`config.mk`:
```
export PLATFORM = sky130hd
export DESIGN_NAME = fwd_hazard_unit
export DESIGN_NICKNAME = d
export VERILOG_FILES = /design/src/rtl/fwd_hazard_unit.sv
export SDC_FILE = /design/constraint.sdc
export NUM_CORES = 1
export LEC_CHECK = 0
export ABC_CLOCK_PERIOD_IN_PS = 2200
export CAP_MARGIN = 20
export CORE_MARGIN = 2
export CORE_UTILIZATION = 48
export CTS_BUF_LIST = sky130_fd_sc_hd__clkbuf_2 sky130_fd_sc_hd__clkbuf_4 sky130_fd_sc_hd__clkbuf_8
export DETAILED_ROUTE_END_ITERATION = 6
export GPL_TIMING_DRIVEN = 0
export PLACE_DENSITY = 0.8
export SYNTH_ARGS = -nofsm -noshare
export SYNTH_HDL_FRONTEND = slang
export SYNTH_SLANG_ARGS = --single-unit
export TNS_END_PERCENT = 5
```
`constraint.sdc`:
```
create_clock -name clk -period 2.2 [get_ports clk]
set_input_delay 0.33 -clock clk [delete_from_list [all_inputs] [get_ports clk]]
set_output_delay 0.33 -clock clk [all_outputs]
set_load 0.01 [all_outputs]
```
`src/rtl/fwd_hazard_unit.sv`:
```
// -----------------------------------------------------------------------------
// fwd_hazard_unit
//
// Forwarding and hazard unit for the 5-stage integer pipeline. The unit keeps
// a shadow copy of the destination register number, write-enable and load
// flag for every instruction in flight (ID->EX->MEM->WB). It compares these
// against the source registers of younger instructions and produces:
//   - forwarding selects for the ID-stage branch comparator,
//   - forwarding selects for the EX-stage ALU operands and store data,
//   - a load-use / branch-on-load stall request,
//   - a saturating count of stalled cycles.
//
// Ports
//   clk           rising-edge clock
//   rst           synchronous, active-high reset
//   pause         global freeze: all internal state holds
//   flush         turn the instruction entering EX into a bubble
//   id_rs/id_rt   ID-stage source register numbers
//   id_use_rs/rt  ID instruction actually reads rs / rt
//   id_is_branch  ID instruction uses the branch comparator
//   id_wr_rn      ID destination register number
//   id_we         ID instruction writes the register file
//   id_is_load    ID instruction is a load
//   cmp_rs_fw     comparator rs select   (ID source vs EX/MEM destination)
//   cmp_rt_fw     comparator rt select
//   alu_rs_fw     ALU rs select          (EX source vs MEM/WB destination)
//   alu_rt_fw     ALU rt select
//   dmem_fw       store-data select, identical to alu_rt_fw
//   stall         hold PC/IF/ID and insert a bubble into EX
//   stall_cnt     saturating count of stalled cycles
//
// Select codes: FW_NOP=0 (register file), FW_ALU=1 (nearest producer),
// FW_MEM=2 (next producer), FW_WB=3 (reserved for the consumer's muxes).
// -----------------------------------------------------------------------------
module fwd_hazard_unit #(
  parameter int RN_W          = 5,
  parameter int FW_W          = 3,
  parameter int CNT_W         = 16,
  parameter int ZERO_REG      = 1,
  parameter int BR_LOAD_STALL = 1
) (
  input  logic             clk,
  input  logic             rst,
  input  logic             pause,
  input  logic             flush,
  input  logic [RN_W-1:0]  id_rs,
  input  logic [RN_W-1:0]  id_rt,
  input  logic             id_use_rs,
  input  logic             id_use_rt,
  input  logic             id_is_branch,
  input  logic [RN_W-1:0]  id_wr_rn,
  input  logic             id_we,
  input  logic             id_is_load,
  output logic [FW_W-1:0]  cmp_rs_fw,
  output logic [FW_W-1:0]  cmp_rt_fw,
  output logic [FW_W-1:0]  alu_rs_fw,
  output logic [FW_W-1:0]  alu_rt_fw,
  output logic [FW_W-1:0]  dmem_fw,
  output logic             stall,
  output logic [CNT_W-1:0] stall_cnt
);

  localparam logic [FW_W-1:0] FW_NOP = FW_W'(0);
  localparam logic [FW_W-1:0] FW_ALU = FW_W'(1);
  localparam logic [FW_W-1:0] FW_MEM = FW_W'(2);

  // Shadow pipeline records. A bubble is the all-zero record.
  typedef struct packed {
    logic [RN_W-1:0] rs;
    logic [RN_W-1:0] rt;
    logic            use_rs;
    logic            use_rt;
    logic [RN_W-1:0] wr_rn;
    logic            we;
    logic            load;
  } ex_rec_t;

  typedef struct packed {
    logic [RN_W-1:0] wr_rn;
    logic            we;
    logic            load;
  } mem_rec_t;

  typedef struct packed {
    logic [RN_W-1:0] wr_rn;
    logic            we;
  } wb_rec_t;

  ex_rec_t  ex_q;
  mem_rec_t mem_q;
  wb_rec_t  wb_q;

  // A source matches a destination only if that destination is actually
  // written; with ZERO_REG set, r0 is hardwired and never forwarded.
  function automatic logic match(input logic [RN_W-1:0] src,
                                 input logic [RN_W-1:0] dst,
                                 input logic            dst_we);
    return (src == dst) && dst_we && !((ZERO_REG != 0) && (src == '0));
  endfunction

  // Nearer (younger) producer wins over the older one.
  function automatic logic [FW_W-1:0] pick(input logic use_src,
                                           input logic hit_near,
                                           input logic hit_far);
    if (!use_src)      return FW_NOP;
    else if (hit_near) return FW_ALU;
    else if (hit_far)  return FW_MEM;
    else               return FW_NOP;
  endfunction

  logic rs_hit_ex, rt_hit_ex, rs_hit_mem, rt_hit_mem;
  logic load_use, branch_on_load;

  // NOTE: every signal driven in always_comb gets a value on every path
  // (defaults first) so no latch is inferred.
  always_comb begin
    rs_hit_ex      = match(id_rs, ex_q.wr_rn, ex_q.we);
    rt_hit_ex      = match(id_rt, ex_q.wr_rn, ex_q.we);
    rs_hit_mem     = match(id_rs, mem_q.wr_rn, mem_q.we);
    rt_hit_mem     = match(id_rt, mem_q.wr_rn, mem_q.we);

    cmp_rs_fw      = pick(id_use_rs, rs_hit_ex, rs_hit_mem);
    cmp_rt_fw      = pick(id_use_rt, rt_hit_ex, rt_hit_mem);

    alu_rs_fw      = pick(ex_q.use_rs,
                          match(ex_q.rs, mem_q.wr_rn, mem_q.we),
                          match(ex_q.rs, wb_q.wr_rn, wb_q.we));
    alu_rt_fw      = pick(ex_q.use_rt,
                          match(ex_q.rt, mem_q.wr_rn, mem_q.we),
                          match(ex_q.rt, wb_q.wr_rn, wb_q.we));
    dmem_fw        = alu_rt_fw;

    // Load data is not available until the end of MEM, so a consumer right
    // behind a load waits one cycle. The branch comparator sits in ID and
    // needs the value a full stage earlier, hence a second cycle while the
    // load is in MEM.
    load_use       = ex_q.load && ex_q.we &&
                     ((id_use_rs && rs_hit_ex) || (id_use_rt && rt_hit_ex));
    branch_on_load = (BR_LOAD_STALL != 0) && id_is_branch &&
                     mem_q.load && mem_q.we &&
                     ((id_use_rs && rs_hit_mem) || (id_use_rt && rt_hit_mem));
    stall          = load_use || branch_on_load;
  end

  // NOTE: sequential state uses non-blocking assignments so every register
  // samples the pre-edge values of the others, like real flops.
  always_ff @(posedge clk) begin
    if (rst) begin
      ex_q      <= '0;
      mem_q     <= '0;
      wb_q      <= '0;
      stall_cnt <= '0;
    end else if (!pause) begin
      wb_q  <= '{wr_rn: mem_q.wr_rn, we: mem_q.we};
      mem_q <= '{wr_rn: ex_q.wr_rn, we: ex_q.we, load: ex_q.load};
      // stall and flush both produce exactly one bubble; the upstream
      // pipeline is responsible for holding the ID fields.
      if (stall || flush) begin
        ex_q <= '0;
      end else begin
        ex_q <= '{rs: id_rs, rt: id_rt, use_rs: id_use_rs, use_rt: id_use_rt,
                  wr_rn: id_wr_rn, we: id_we, load: id_is_load};
      end
      if (stall && (stall_cnt != '1)) begin
        stall_cnt <= stall_cnt + CNT_W'(1);
      end
    end
  end

endmodule

```
==> flow_summary.ini <==
[cts]
clk_pin_slew_ns = 0.09
cts.sinks = 48
cts_max_level = 2
hold_buffers = 0
cts_made_buffers = 5
cts_tree = done
worstSkewPairLatency_ns = 0.31
cts_root_buffer = clkbuf_8
ctsLongestPathBuffers = 2

[floorplanning]
core-area_um2 = 5410
dieArea_um2 = 6120
fp.dieW_um = 78.2
die_height_um = 78.2
io_pins = 56
start_util_pct = 48.9
rows = 27

[detailed_routing]
remaining_drc_errors = 0
vias_per_cell = 5.51
wl_um = 7000
via_count = 2436
antenna_left = 0
drt_iter0_drc = 143
wire_per_inst_um = 15.8
dr.pass1.iters = 4

[logic_synthesis]
synthArstFlopShare_pct = 0
syn_avg_cell_area_um2 = 8.81
post_synth_instance_area_um2 = 2640
synth-main-ff-cell = dfxtp_1
yosysTopAreaCell = dfxtp_1
ys_types = 42
yosys_register_bits = 48
synth_edf_count = 0
ys_warn_count = 0
synthCells = 300
ys_top_cells_by_area = dfxtp_1 36%, xnor2_1 13%, nor2_1 7.7%
synth_top_area_share_pct = 36.3
ys_seq_area_share_pct = 36.3

[final_layout]
stdcell_count = 442
drive_gt1_share_pct = 22.4
nets = 394
synthToLayoutAreaGrowth_pct = 35.9
num_antenna_cells = 0
final.fill_count = 442

[timing]
layout_setup_ws_ns = -0.243
finalMaxSlewViolations = 0
skew_ns = 0.00560
rsz0062_at_grt = true
min_period_ns = 2.44
max_freq_ghz = 0.409
slew_headroom_pct = 50.0
worstMarginPinSlew_ns = 0.750
setup_violations = 26
fin_crit_sh_pct = 111
hold_ws_ns = 0.438
hold_violations = 0

[grt]
grt_pass1_vias = 2363
grt_pass1_wl_um = 11400
grt_remaining_overflow = 0
grt_max_degree = 15
grt_use_total_pct = 23.5
antenna_found_initial = 0

[place]
gp_congestion = 0.880
io_buffers = 49
placed_cells = 425
dpl.hpwl_um = 4930

[critical_path]
path_class = in2reg
worstReg2RegStart = mem_q[3]
r2r_slack_ns = -0.24
r2r_end = stall_cnt[8]
reg2reg_depth = 11
start_kind = input pin
critPathArrivalTime_ns = 2.65
crit_path_end_kind = flip-flop
crit_fanout = 5
cp.required_ns = 2.40

[power]
p_leak_nw = 1.32
vdd_ir_drop_max_uv = 337
power_w = 0.00171
power.density_nw_per_um2 = 475

[min_path]
hold-path-endpoint = ex_q[18]
worstHoldStart = id_rs[4]
holdPathStages = 3
hp-class = in2reg

[run]
drv_cap = 0

[status]
status = finished, violations left
violations = setup timing
==> worst max-delay path, cell delays in order <==
cell and delay, ns:
clkdlybuf4s50_1 0.57, o2111ai_1 0.16, or4_4 0.46, a211o_1 0.34
buf_6 0.15, a21boi_4 0.20, nand4_1 0.13, mux2_4 0.31
==> layout by cell type, fill, tap and decap left out, types with 4 or more instances in the layout <==
cell             instances
and2_1                   4
nand2b_1                 4
nand4_1                  8
conb_1                   5
mux2i_1                 14
buf_4                   16
clkbuf_8                 6
nand2_1                  8
buf_6                   10
a22oi_1                 18
dfxtp_1                 39
nor2_1                  51
dlygate4sd2_1            8
nand3_1                 11
clkdlybuf4s50_1         30
clkdlybuf4s15_2          4
xnor2_1                 37
clkbuf_1                 7
inv_1                    5
dfxtp_2                  8
xor2_1                   8
==> worst max path at each step <==
stage | to | depth (start not counted) | slack (ns) | start
3_5_place_dp | stall | 7 | -0.78 | id_rt[1]
5_1_grt | stall_cnt[8] | 11 | -0.29 | mem_q[3]
6_report | stall_cnt[8] | 8 | -0.24 | id_use_rt
2_1_floorplan | stall_cnt[8] | 9 | -0.05 | mem_q[2]
3_3_place_gp | stall | 7 | -0.79 | id_rt[0]
4_1_cts | stall_cnt[8] | 10 | -0.22 | mem_q[3]
==> power by group <==
part	internal [W]	switching (W)	total [W]
sequential	0.000885	0.0000226	0.000907
clock	0.000251	0.000307	0.000558
combinational	0.000122	0.000119	0.000240
total	0.00126	0.000448	0.00171
==> area by class of cell <==
class	instances	area, µm²	share of cell area (%)
Tap cell	72	90.1	2.51
Multi-Input combinational cell	226	1700	47.3
Buffer	20	135	3.76
Sequential cell	48	975	27.1
Timing Repair Buffer	63	582	16.2
Inverter	5	18.8	0.522
Clock buffer	6	82.6	2.30
Clock inverter	2	10.0	0.279
==> synthesized netlist by cell type, types with 7 or more instances <==
| library cell | count |
|---|---|
| xnor2_1 | 39 |
| xor2_1 | 8 |
| nand4_1 | 8 |
| mux2i_1 | 14 |
| a22oi_1 | 19 |
| nor2_1 | 54 |
| nand3_1 | 11 |
| nand2_1 | 9 |
| dfxtp_1 | 48 |
| clkbuf_1 | 8 |
| buf_4 | 8 |
| nor4_1 | 7 |
==> registers in the layout (all words and copies together) (netlist names) <==
name       count
ex_q          19
mem_q          7
wb_q           6
stall_cnt     16
==> metal layers <==
layer  global-route usage, %  vias up  wire (µm)  share of wire [%]
met3                    4.60       10        333                4.8
met2                    41.8       72       3540                 51
li1                        -     1178          -                  -
met4                    7.89        0         87                1.2
met1                    28.2     1176       3040                 43
met5                       0        -          0                  0
==> logic make-up after synthesis <==
kind of cell | Yosys count | synth area share [%]
and+or+nand+nor | 114 | 21.2
DFF | 48 | 36.3
muxes | 17 | 6.58
adders and majority gates | 1 | 0.473
AOI/OAI and AO/OA | 42 | 13.3
xor gates and xnor gates | 47 | 15.6
other | 1 | 0.142
buffers and inverters | 30 | 6.44
==> metrics by stage <==
step	setup WS [ns]	utilization [%]	cell area, µm²	setup TNS [ns]
global placement	-0.787	60.2	3260	-22.54
global route	-0.290	66.5	3590	-4.61
finish	-0.243	66.5	3590	-2.61
CTS	-0.223	64.7	3500	-3.95
detailed placement	-0.779	60.2	3260	-23.64
floorplan	-0.0528	-	2680	-0.107
==> repair_timing <==
item | 4_1_cts | 5_1_grt
gates resized for setup | 66 | 25
cloned | 0 | 1
buffers inserted | 11 | 3
endpoints found under the setup margin | 46 | 45
pin swaps | 10 | 17
(Power assumes the default switching activity.)
==> variant 1 (same flow settings) <==
The parameter `CNT_W` goes from 16 to 24.
--- a/src/rtl/fwd_hazard_unit.sv
+++ b/src/rtl/fwd_hazard_unit.sv
@@ -36,5 +36,5 @@
   parameter int RN_W          = 5,
   parameter int FW_W          = 3,
-  parameter int CNT_W         = 16,
+  parameter int CNT_W         = 24,
   parameter int ZERO_REG      = 1,
   parameter int BR_LOAD_STALL = 1
Interface: changed (resized stall_cnt); port bits go from 56 to 64. The function was not compared with the original's and may differ.
==> variant 1 against the unedited design <==
  * Sequential cell count up 8
  * First-iteration DRC count shrank 1.4%
  * Maximum frequency is essentially flat
  * Synthesized area is 15% higher
  * Count of clock-buffer cells in the layout unchanged
  * Routed wire length is 24% higher
  * The flow still finishes with violations (negative setup slack)
  * Critical path depth decreased by 2
  * Largest power group unchanged
  * Clock skew grew 8.6 ps
  * Power increased by 17%
  * Cell area up 18%
  * Sequential power grew 16%
  * Worst setup slack improved by 1.7 ps
==> variant 1: results (changes against the unedited design) <==
Slowest stage cell, crit path -> clkdlybuf4s50_1
DP Worst Slack -> -908 ps (-129 ps)
Routed len/inst -> 16.4 µm (+3.6%)
Ys async rst share -> 0% (unchanged)
Setup Skew -> 14.2 ps (+8.58 ps)
Pre-antenna DRT Iters -> 5 (+1)
Dpl cells -> 498 (+17%)
Worst Slack Setup Final -> -242 ps (+1.74 ps)
DRT iter0 DRCs -> 141 (-1.4%)
Global-route wire length before repair -> 13,200 µm (+16%)
Gr usage total -> 23.4% (-0.047 points)
Final setup viols -> 28 (+7.7%)
IO Port Bufs -> 56 (+14%)
Hold_sp -> id_rs[1]
Hold path endpoint -> ex_q[15]
Dpl cell area -> 3720 µm² (+14%)
Reg2Reg Depth -> 9 (-2)
Failing checks -> negative setup slack
Via density -> 5.78 (+4.9%)
Final nets -> 475 (+21%)
Top area cells in the synthesized netlist -> dfxtp_1 37%, xnor2_1 9.5%, a21oi_1 4.6%
Post-synth top cells -> 56 x dfxtp_1, 36 x nand2_1, 33 x nor2_1, 33 x xnor2_1, 28 x a21oi_1
Leak Pwr -> 1.51 nW (+14%)
R2R Path Start -> ex_q[4]
Total CTS buffers -> 5 (unchanged)
Clock Path Buffers -> 2 (unchanged)
Initial antenna violation count -> 0 (unchanged)
Largest registers -> stall_cnt: 24 flops, ex_q: 19 flops, mem_q: 7 flops
Worst skew pair latency -> 320 ps
R2r setup slk -> -190 ps (+50 ps)
Layout fillers -> 487 (+10%)
Status -> complete, but fails checks
N_diodes -> 0 (unchanged)
H-tree depth -> 2 (unchanged)
Avg Cell Area, Syn -> 8.43 µm² (-4.4%)
Crit path from -> mem_q[6]
Reg2reg end -> stall_cnt[16]
Kind of cell adding the most delay to the critical path -> buffers and inverters
Number of global-route vias before repair -> 2,754 (+17%)
Largest net degree at the start of global routing -> 18 (+3)
Worst-path clk slew -> 110 ps (+20 ps)
CP Capture Point -> alu_rs_fw[0]
Crit path max fanout -> 4 (-1)
Non-Filler Instances -> 528 (+19%)
CP arrival -> 2110 ps (-540 ps)
GPL Wtd Cong -> 0.947 (+7.6%)
WHS -> 319 ps (-119 ps)
Max IR drop VDD -> 377 µV (+12%)
DP HPWL -> 5740 µm (+16%)
Share of layout cells above drive strength 1 -> 25.7% (+3.3 points)
Worst Max-Slew Pin Slew -> 833 ps (+83.4 ps)
Unique masters post-synth -> 45 (+7.1%)
Seq/Total Area, Yosys -> 36.8% (+0.50 points)
Yosys warnings -> 0 (unchanged)
Crit path largest cell delay -> 540 ps (-30 ps)
-- variant 1: changes by cell type in the layout (fill, tap and decap cells not counted), moves of 8 or more --
cell,change
a21oi_1,+21
nor2_1,-21
or3_1,+10
buf_4,+14
a22oi_1,-9
nand2_1,+28
or4_1,+8
-- variant 1: cell families after synthesis --
group / after synthesis / share of synthesized area (%)
xor+xnor: 42 / 12.1
other cells: 1 / 0.123
buf+inv: 36 / 6.17
compound gates: 70 / 14.9
flops: 56 / 36.8
simple gates: 141 / 24.9
mux: 14 / 4.61
fa+ha+maj: 1 / 0.411
-- variant 1: what timing repair did --
action                     CTS  global route
gates resized for setup     81            41
pin swaps                   30            17
setup endpoints to repair   53            52
setup buffers               10            14
hold buffers                 0             0
gates cloned                 1             0
-- variant 1: area by class of cell --
cell class                      instances  area, µm²  share of cell area, %
Inverter                                7       26.3                  0.621
Multi-Input combinational cell        273       1950                   46.0
Clock inverter                          2       38.8                  0.917
Sequential cell                        56       1160                   27.5
Buffer                                 26        166                   3.93
Timing Repair Buffer                   81        717                   17.0
Tap cell                               77       96.3                   2.28
Clock buffer                            6       76.3                   1.80
-- variant 1: per-layer routing --
metal  part of all wire, %  GRT usage [%]
met1                    43           30.2
met2                    49           39.3
met3                   5.5           4.45
met4                   3.1           7.92
met5                     0              0
-- variant 1: where the power goes --
part / leakage (nW) / total, mW / switching (mW) / internal, mW
registers: 0.463 / 1.05 / 0.0229 / 1.02
logic: 0.985 / 0.242 / 0.128 / 0.113
clock network: 0.0592 / 0.704 / 0.347 / 0.357
-- variant 1: per-stage QoR --
step	setup TNS (ps)	total power [mW]
floorplan	-151	1.20
global placement	-32220	1.27
detailed placement	-33210	1.28
CTS	-3330	1.99
global route	-5870	2.04
finish	-3230	1.99
==> variant 2 (same flow settings) <==
Made on the original files. Put one more register stage on the output `stall_cnt`, cleared by the reset. The value now appears one clock later. The other outputs are not delayed to match. Comments in the files are not updated.
--- a/src/rtl/fwd_hazard_unit.sv
+++ b/src/rtl/fwd_hazard_unit.sv
@@ -87,4 +87,6 @@
   } wb_rec_t;
 
+  logic [CNT_W-1:0] stall_cnt_s0;
+
   ex_rec_t  ex_q;
   mem_rec_t mem_q;
@@ -150,5 +152,5 @@
       mem_q     <= '0;
       wb_q      <= '0;
-      stall_cnt <= '0;
+      stall_cnt_s0 <= '0;
     end else if (!pause) begin
       wb_q  <= '{wr_rn: mem_q.wr_rn, we: mem_q.we};
@@ -162,7 +164,15 @@
                   wr_rn: id_wr_rn, we: id_we, load: id_is_load};
       end
-      if (stall && (stall_cnt != '1)) begin
-        stall_cnt <= stall_cnt + CNT_W'(1);
+      if (stall && (stall_cnt_s0 != '1)) begin
+        stall_cnt_s0 <= stall_cnt_s0 + CNT_W'(1);
       end
+    end
+  end
+
+  always_ff @(posedge clk) begin
+    if (rst) begin
+      stall_cnt <= '0;
+    end else begin
+      stall_cnt <= stall_cnt_s0;
     end
   end
Formal check against the unedited RTL: not equivalent (Yosys sat finds a counterexample within 4 cycles, from zero or initial values and one cycle with rst high).
==> variant 2 against the unedited design <==
  * The run still ends with negative setup slack left
  * Power increased by 46%
  * Routed wire length increased by 9.6%
  * Register-to-register slack improved by 80 ps
  * Non-clock buffer count increased by 9
  * Worst setup slack improved by 18 ps
  * First-iteration DRC count increased by 64%
  * Sequential cell count increased by 16
  * Synthesized area increased by 16%
  * Cell area increased by 15%
  * Critical path type is now in -> out
  * Largest cell class unchanged
==> variant 2: results (changes against the unedited design) <==
CP arrival -> 2100 ps (-550 ps)
Total CTS buffers -> 9 (+4)
Yosys reg bits -> 64 (+33%)
Final setup viols -> 14 (-46%)
Crit path largest cell delay -> 550 ps (-20 ps)
Kind of cell adding the most delay to the critical path -> simple AND/OR/NAND/NOR gates
Most common cell after layout, fill and taps aside -> dfxtp_1
Share of layout cells above drive strength 1 -> 25.2% (+2.7 points)
Dpl cells -> 463 (+8.9%)
Top area cells in the synthesized netlist -> dfxtp_1 42%, xnor2_1 11%, nor2_1 7.0%
Overall routed net length -> 7670 µm (+9.6%)
Leak Pwr -> 1.60 nW (+22%)
Post-synth top cells -> 64 x dfxtp_1, 57 x nor2_1, 37 x xnor2_1, 17 x nor2b_1, 14 x mux2i_1
Worst Max-Slew Pin Slew -> 820 ps (+69.6 ps)
Min-Delay Path Class -> in -> reg
DP HPWL -> 5310 µm (+7.5%)
H-tree depth -> 3 (+1)
Global-route wire length before repair -> 12,400 µm (+8.7%)
Final nets -> 437 (+11%)
Setup Skew -> 14.3 ps (+8.65 ps)
GPL Wtd Cong -> 0.863 (-1.9%)
Layout fillers -> 508 (+15%)
Unique masters post-synth -> 37 (-12%)
Non-Filler Instances -> 494 (+12%)
Max IR drop VDD -> 612 µV (+82%)
Clock Path Buffers -> 2 (unchanged)
Gr usage total -> 22.1% (-1.4 points)
Largest net degree at the start of global routing -> 14 (-1)
Failing checks -> negative setup slack
Worst Slack Setup Final -> -226 ps (+17.5 ps)
DRT iter0 DRCs -> 235 (+64%)
Number of global-route vias before repair -> 2,597 (+9.9%)
Largest registers -> ex_q: 19 flops, stall_cnt: 16 flops, stall_cnt_s0: 16 flops
Seq/Total Area, Yosys -> 41.8% (+5.5 points)
Slowest stage cell, crit path -> or4_4
Status -> complete, but fails checks
Cells after synthesis -> 333 (+11%)
[variant 2: what timing repair did]
action,in CTS,in global routing
resized for setup,76,28
setup buffers,11,4
setup endpoints to repair,46,24
pin swaps,13,12
[variant 2: path summary, 6_finish.rpt]
| check | cells after the start | slack, ps | startpoint | endpoint |
|---|---|---|---|---|
| hold reg to reg | 1 | 500 | stall_cnt_s0[5] | stall_cnt[5] |
| setup reg to reg | 10 | -160 | ex_q[3] | stall_cnt_s0[7] |
| setup / recovery | 9 | -230 | id_rt[2] | stall |
| hold / removal | 2 | 450 | rst | stall_cnt[8] |
[variant 2: cells by family (layout without fill, tap and decap cells)]
group	Yosys count	after routing	share of synthesized area (%)
other cells	1	5	0.122
xor+xnor	41	41	11.7
simple gates	144	144	24.3
flops	64	64	41.8
compound gates	26	26	7.39
buf+inv	29	109	4.94
mux	27	27	9.35
fa+ha+maj	1	1	0.408
[variant 2: final cells by class]
| cell class | count | area [µm²] | share of cell area, % |
|---|---|---|---|
| inverter | 1 | 3.75 | 0.0906 |
| sequential | 64 | 1290 | 31.2 |
| timing repair buffer | 64 | 578 | 13.9 |
| buffer | 28 | 181 | 4.38 |
| clock inverter | 7 | 80.1 | 1.93 |
| multi-input combinational | 244 | 1790 | 43.2 |
| tap | 77 | 96.3 | 2.32 |
| clock buffer | 9 | 124 | 2.99 |
[variant 2: power breakdown]
group | internal (mW) | switching, mW
registers | 1.18 | 0.0219
clock network | 0.532 | 0.504
logic | 0.127 | 0.129
[variant 2: layer usage]
metal / track usage, % / part of all wire, % / vias up
met3: 5.93 / 6.5 / 7
met2: 37.7 / 50 / 86
met5: 0 / 0 / -
met4: 6.89 / 1.2 / 0
met1: 27.1 / 42 / 1245
li1: - / - / 1304
[variant 2: through the flow]
step | utilization, % | power (mW) | area, µm² | setup WS, ps | hold slack [ps]
5_1_grt | 66.0 | 2.57 | 4150 | -291 | 498
6_report | 66.0 | 2.49 | 4150 | -226 | 447
3_3_place_gp | 58.4 | 1.44 | 3670 | -1130 | 487
2_1_floorplan | - | 1.36 | 3080 | 20.5 | 469
4_1_cts | 63.9 | 2.48 | 4010 | -239 | 443
3_5_place_dp | 58.4 | 1.44 | 3670 | -1140 | 485
